**src/rtl/div_unit.sv**
```systemverilog
// rtl/div_unit.sv - sequential signed restoring divider (HI=remainder, LO=quotient)
// Optional DIV_UNSIGNED_EN adds the DivUnsigned port for divu.
module div_unit #(
    parameter int WIDTH = 32
) (
    input  logic             clock,
    input  logic             reset,
    input  logic             DivStart,
`ifdef DIV_UNSIGNED_EN
    input  logic             DivUnsigned,
`endif
    input  logic [WIDTH-1:0] DivA,
    input  logic [WIDTH-1:0] DivB,
    output logic [WIDTH-1:0] DivHI,
    output logic [WIDTH-1:0] DivLO,
    output logic             DivBusy,
    output logic             DivDone,
    output logic             DivZero
);
    localparam int CW = $clog2(WIDTH) + 1;
    localparam logic [CW-1:0] LAST_STEP = CW'(WIDTH - 1);

    typedef enum logic [1:0] {IDLE, RUN, FIX, DONE} state_t;

    state_t           state_q, state_d;
    logic [WIDTH:0]   rem_q, rem_d;
    logic [WIDTH-1:0] quo_q, quo_d;
    logic [WIDTH-1:0] dvs_q, dvs_d;
    logic [CW-1:0]    cnt_q, cnt_d;
    logic             qsign_q, qsign_d;
    logic             rsign_q, rsign_d;
    logic [WIDTH-1:0] hi_q, hi_d;
    logic [WIDTH-1:0] lo_q, lo_d;
    logic             zero_q, zero_d;

    logic             signed_op;
    logic [WIDTH-1:0] a_mag, b_mag;
    logic [WIDTH:0]   rem_shift;
    logic [WIDTH-1:0] quo_shift;

`ifdef DIV_UNSIGNED_EN
    assign signed_op = ~DivUnsigned;
`else
    assign signed_op = 1'b1;
`endif

    // Two's-complement magnitude; -2^(WIDTH-1) maps to its own bit pattern as unsigned.
    assign a_mag = (signed_op && DivA[WIDTH-1]) ? (~DivA + 1'b1) : DivA;
    assign b_mag = (signed_op && DivB[WIDTH-1]) ? (~DivB + 1'b1) : DivB;

    assign rem_shift = {rem_q[WIDTH-1:0], quo_q[WIDTH-1]};
    assign quo_shift = {quo_q[WIDTH-2:0], 1'b0};

    always_comb begin
        state_d = state_q;
        rem_d   = rem_q;
        quo_d   = quo_q;
        dvs_d   = dvs_q;
        cnt_d   = cnt_q;
        qsign_d = qsign_q;
        rsign_d = rsign_q;
        hi_d    = hi_q;
        lo_d    = lo_q;
        zero_d  = zero_q;
        case (state_q)
            IDLE: begin
                if (DivStart) begin
                    if (DivB == '0) begin
                        zero_d  = 1'b1;
                        state_d = DONE;
                    end else begin
                        zero_d  = 1'b0;
                        rem_d   = '0;
                        quo_d   = a_mag;
                        dvs_d   = b_mag;
                        cnt_d   = '0;
                        qsign_d = signed_op & (DivA[WIDTH-1] ^ DivB[WIDTH-1]);
                        rsign_d = signed_op & DivA[WIDTH-1];
                        state_d = RUN;
                    end
                end
            end
            RUN: begin
                if (rem_shift >= {1'b0, dvs_q}) begin
                    rem_d = rem_shift - {1'b0, dvs_q};
                    quo_d = quo_shift | {{(WIDTH-1){1'b0}}, 1'b1};
                end else begin
                    rem_d = rem_shift;
                    quo_d = quo_shift;
                end
                cnt_d = cnt_q + 1'b1;
                if (cnt_q == LAST_STEP) begin
                    state_d = FIX;
                end
            end
            FIX: begin
                lo_d    = qsign_q ? (~quo_q + 1'b1) : quo_q;
                hi_d    = rsign_q ? (~rem_q[WIDTH-1:0] + 1'b1) : rem_q[WIDTH-1:0];
                state_d = DONE;
            end
            DONE: begin
                state_d = IDLE;
            end
            default: begin
                state_d = IDLE;
            end
        endcase
    end

    always_ff @(posedge clock) begin
        if (!reset) begin
            state_q <= IDLE;
            rem_q   <= '0;
            quo_q   <= '0;
            dvs_q   <= '0;
            cnt_q   <= '0;
            qsign_q <= 1'b0;
            rsign_q <= 1'b0;
            hi_q    <= '0;
            lo_q    <= '0;
            zero_q  <= 1'b0;
        end else begin
            state_q <= state_d;
            rem_q   <= rem_d;
            quo_q   <= quo_d;
            dvs_q   <= dvs_d;
            cnt_q   <= cnt_d;
            qsign_q <= qsign_d;
            rsign_q <= rsign_d;
            hi_q    <= hi_d;
            lo_q    <= lo_d;
            zero_q  <= zero_d;
        end
    end

    assign DivHI   = hi_q;
    assign DivLO   = lo_q;
    assign DivBusy = (state_q == RUN) || (state_q == FIX);
    assign DivDone = (state_q == DONE);
    assign DivZero = zero_q;

endmodule
```
**config.mk**
```make
export PLATFORM = sky130hd
export DESIGN_NAME = div_unit
export DESIGN_NICKNAME = d
export VERILOG_FILES = /design/src/rtl/div_unit.sv
export SDC_FILE = /design/constraint.sdc
export NUM_CORES = 1
export LEC_CHECK = 0
export ABC_CLOCK_PERIOD_IN_PS = 11500
export CORE_ASPECT_RATIO = 0.9
export CORE_UTILIZATION = 55
export CTS_CLUSTER_SIZE = 14
export DETAILED_ROUTE_END_ITERATION = 12
export PLACE_DENSITY = 0.79
export RECOVER_POWER = 100
export SKIP_LAST_GASP = 1
export SYNTH_ARGS = -nofsm -noshare
export SYNTH_HDL_FRONTEND = slang
export SYNTH_SLANG_ARGS = --single-unit
```
**constraint.sdc**
```tcl
create_clock -name clock -period 11.5 [get_ports clock]
set_clock_uncertainty 0.2 [all_clocks]
set_input_delay 2.875 -clock clock [delete_from_list [all_inputs] [get_ports clock]]
set_output_delay 2.875 -clock clock [all_outputs]
set_load 0.05 [all_outputs]
```
==> results.rst <==
.. list-table::
   :header-rows: 1

   * - Metric
     - Value
   * - Outcome
     - complete, but fails checks
   * - Violations in the final reports
     - max-capacitance violations, max-slew violations
   * - Count of unique library cells instantiated by Yosys
     - 57
   * - Period utilization
     - 73.55%
   * - Final weighted congestion of routability-driven global placement
     - 0.9318
   * - Cell Area, Synth
     - 10480 um^2
   * - Row count
     - 47
   * - Iteration-0 DRC Markers
     - 838
   * - Total setup buffers inserted after CTS
     - 0
   * - Commonest cells after routing, fill and taps aside
     - 171 x dfxtp_1, 147 x nand2_1, 120 x nor2_1
   * - Slew at the pin closest to its max-slew limit
     - 2.828 ns
   * - Clock tree from TritonCTS
     - done
   * - Worst IR Drop VDD
     - 0.0001846 V
   * - Root Driver
     - clkbuf_16
   * - Compound-gate portion of the synthesized area
     - 26.01%
   * - Vias in the first global route
     - 8939
   * - Synthesized flop and latch total
     - 171
   * - Gates resized, CTS repair
     - 0
   * - Boundary pin count
     - 134
   * - Arithmetic-cell share of the synthesized area counting full adders, half adders and majority gates
     - 5.205%
   * - Antenna-violating nets left
     - 0
   * - Static leakage
     - 0.004970 uW
   * - Total Die Area
     - 19610 um^2
   * - Number of inserted diodes
     - 0
   * - Achievable Freq
     - 118.2 MHz
   * - Simple-gate portion of the synthesized area
     - 17.93%
   * - Total overflow reported by the global router
     - 0
   * - Register-to-register setup slack
     - 6.85 ns
   * - CTS Buf Count
     - 17
   * - Drt wl/cell
     - 16.30 um
   * - Maximum fanout encountered on the critical timing path
     - 31
   * - Critical Path Source Type
     - input port
   * - Summed negative setup slack over all endpoints
     - 0 ns
   * - Synthesis-to-layout area growth
     - 18.90%
   * - Number of cell instances on the worst register-to-register path
     - 8
   * - Share of cells above drive strength 1
     - 3.556%
   * - RSZ-0062 raised after global routing
     - no
   * - Critical Path End Type
     - register
   * - Final hold violation count
     - 0
   * - Kind of critical path
     - in -> reg
   * - Number of nets at the end of the flow
     - 1506
   * - Overall track demand over capacity in global routing
     - 27.77%
   * - Required arrival time at the worst endpoint
     - 11.65 ns
   * - Number of slew-limit violations in the final report
     - 192
   * - Total via count after detailed routing
     - 9868
   * - CTS Buffer Depth
     - 2
   * - Sequential element share of the synthesized area
     - 32.66%
   * - Core utilization of the finished layout
     - 67.27%
   * - Initial antenna violation count
     - 0
   * - Number of cells on the worst hold path
     - 1
   * - Max-slew headroom
     - -89.24%
   * - Timing startpoint of the critical path
     - DivB[11]
   * - Pin count of the biggest net entering global routing
     - 109
   * - Number of buffer cells added on primary ports
     - 133
   * - Total wirelength of the detailed-routed design
     - 26910 um
   * - Reg clk slew, reported paths
     - 0.07 ns
   * - Parity-gate share of the synthesized area counting xor and xnor cells
     - 12.28%
   * - Deepest level of the CTS H-tree
     - 4
   * - Die H
     - 133.0 um
   * - Number of iterations in the first detailed-routing pass
     - 5
   * - Number of instances in the synthesized netlist
     - 1309
   * - Worst-case hold path end point
     - DivHI[24]
   * - Cell area power density
     - 231.2 nW/um^2
   * - Worst flop-to-flop path endpoint
     - quo_q[1]
   * - Syn avg cell area
     - 8.007 um^2
   * - Starting density of the core
     - 56.58%
   * - Final worst path period need
     - 8.458 ns
   * - Commonest non-fill, non-tap cell in the layout
     - dfxtp_1
   * - Final-layout worst hold slack
     - 0.2719 ns
   * - Number of enable flip-flop cells after synthesis
     - 0
   * - Residual DRC count
     - 0
   * - Final-report setup violation count
     - 0
   * - FFs w/ async S/R, synth
     - 0%
   * - Hold buffer count at cts
     - 0
   * - Post-Syn Nets
     - 1419
   * - Launch point of the worst hold path
     - DivHI[24]
   * - Post-synthesis mux area share
     - 1.146%
   * - Class of the most critical hold timing path
     - reg -> reg
   * - Max-cap violation count
     - 4
   * - Dominant combinational cell family by area after synthesis
     - compound AO/OA/AOI/OAI gates
   * - Worst R2R Start
     - state_q[0]
   * - Source-to-sink clock delay at the later pin of the worst-skew pair
     - 0.43 ns
   * - Horiz. Die Dim
     - 147.5 um
   * - CTS Sinks
     - 171
   * - Total core area
     - 18520 um^2
   * - Total half-perimeter wirelength after legalization and detailed placement
     - 19810 um
   * - Number of synthesis warnings
     - 0
   * - Wire length of the first global-routing pass
     - 44510 um
   * - Main synth FF type
     - dfxtp_1
   * - Ratio of routed vias to standard cells
     - 5.977
   * - Arrival time worst endpoint
     - 8.61 ns
==> per-layer routing <==
layer / track usage, % / routed length [um]
met3: 4.793 / 1776
met2: 41.98 / 11660
met5: 0 / 0
met4: 6.128 / 241
met1: 40.94 / 13240
==> sequential cells by signal, indices dropped and copies added (netlist names) <==
| signal | cells |
|---|---|
| DivHI | 32 |
| DivLO | 32 |
| DivZero | 1 |
| cnt_q | 6 |
| dvs_q | 32 |
| qsign_q | 1 |
| quo_q | 32 |
| rem_q | 32 |
| rsign_q | 1 |
| state_q | 2 |
==> cells by family (layout without fill, tap and decap cells) <==
family | after synthesis | in the layout
adders and majority gates | 43 | 43
DFF | 171 | 171
and+or+nand+nor | 405 | 405
buffers and inverters | 131 | 228
xor gates and xnor gates | 147 | 147
muxes | 12 | 12
AOI/OAI and AO/OA | 400 | 400
==> critical path: stages <==
cell	delay, ns
dlygate4sd3_1	0.63
or4_1	0.61
nor4_1	0.47
nand4_1	0.39
nor2_1	0.34
or2_0	0.88
o21ai_0	0.25
clkbuf_1	0.62
nor2_1	0.24
clkbuf_1	0.98
a32oi_1	0.17
o21ai_0	0.12
==> synthesized netlist by cell type (14+ instances only) <==
master,n,area (um^2)
dfxtp_1,171,3423
nand2_1,147,551.8
nor2_1,120,450.4
o21ai_0,107,535.5
xor2_1,91,797.0
a211oi_1,77,578.1
clkbuf_1,69,259.0
xnor2_1,56,490.5
inv_1,54,202.7
a21oi_1,51,255.2
ha_1,42,525.5
o31ai_1,37,277.8
nand3_1,25,125.1
nor3_1,19,95.09
o211a_1,19,190.2
o41ai_1,19,166.4
or3_1,19,118.9
a32oi_1,16,140.1
a31oi_1,15,93.84
a21o_1,14,105.1
==> metrics by stage <==
step	area [um^2]	std cells	power, uW	setup WS, ns
floorplan	10480	1309	1942	5.291
global placement	11950	1622	2341	4.728
detailed placement	11950	1622	2365	4.526
CTS	12490	1651	2912	4.945
global route	12460	1651	3065	2.550
finish	12460	1651	2881	3.042
==> worst max path at each step <==
stage,endpoint,depth (start not counted)
after floorplan,quo_q[26],10
after global placement,rem_q[23],12
after detailed placement,rem_q[28],12
after CTS,rem_q[15],12
after global routing,rem_q[11],12
final,rem_q[15],12
==> area by class of cell <==
type,instances,area [um^2]
inverter,54,202.7
timing repair buffer,145,1403
clock buffer,18,429.2
clock inverter,11,115.1
tap,245,306.5
fill,1595,6062
multi-input combinational,1007,6583
sequential,171,3423
==> where the power goes <==
part	leakage (uW)	total, uW	internal (uW)	switching [uW]
Combinational	0.00332	1470	502	964
Clock	0.000253	542	298	244
Sequential	0.00140	873	746	127
(Power assumes the default switching activity.)
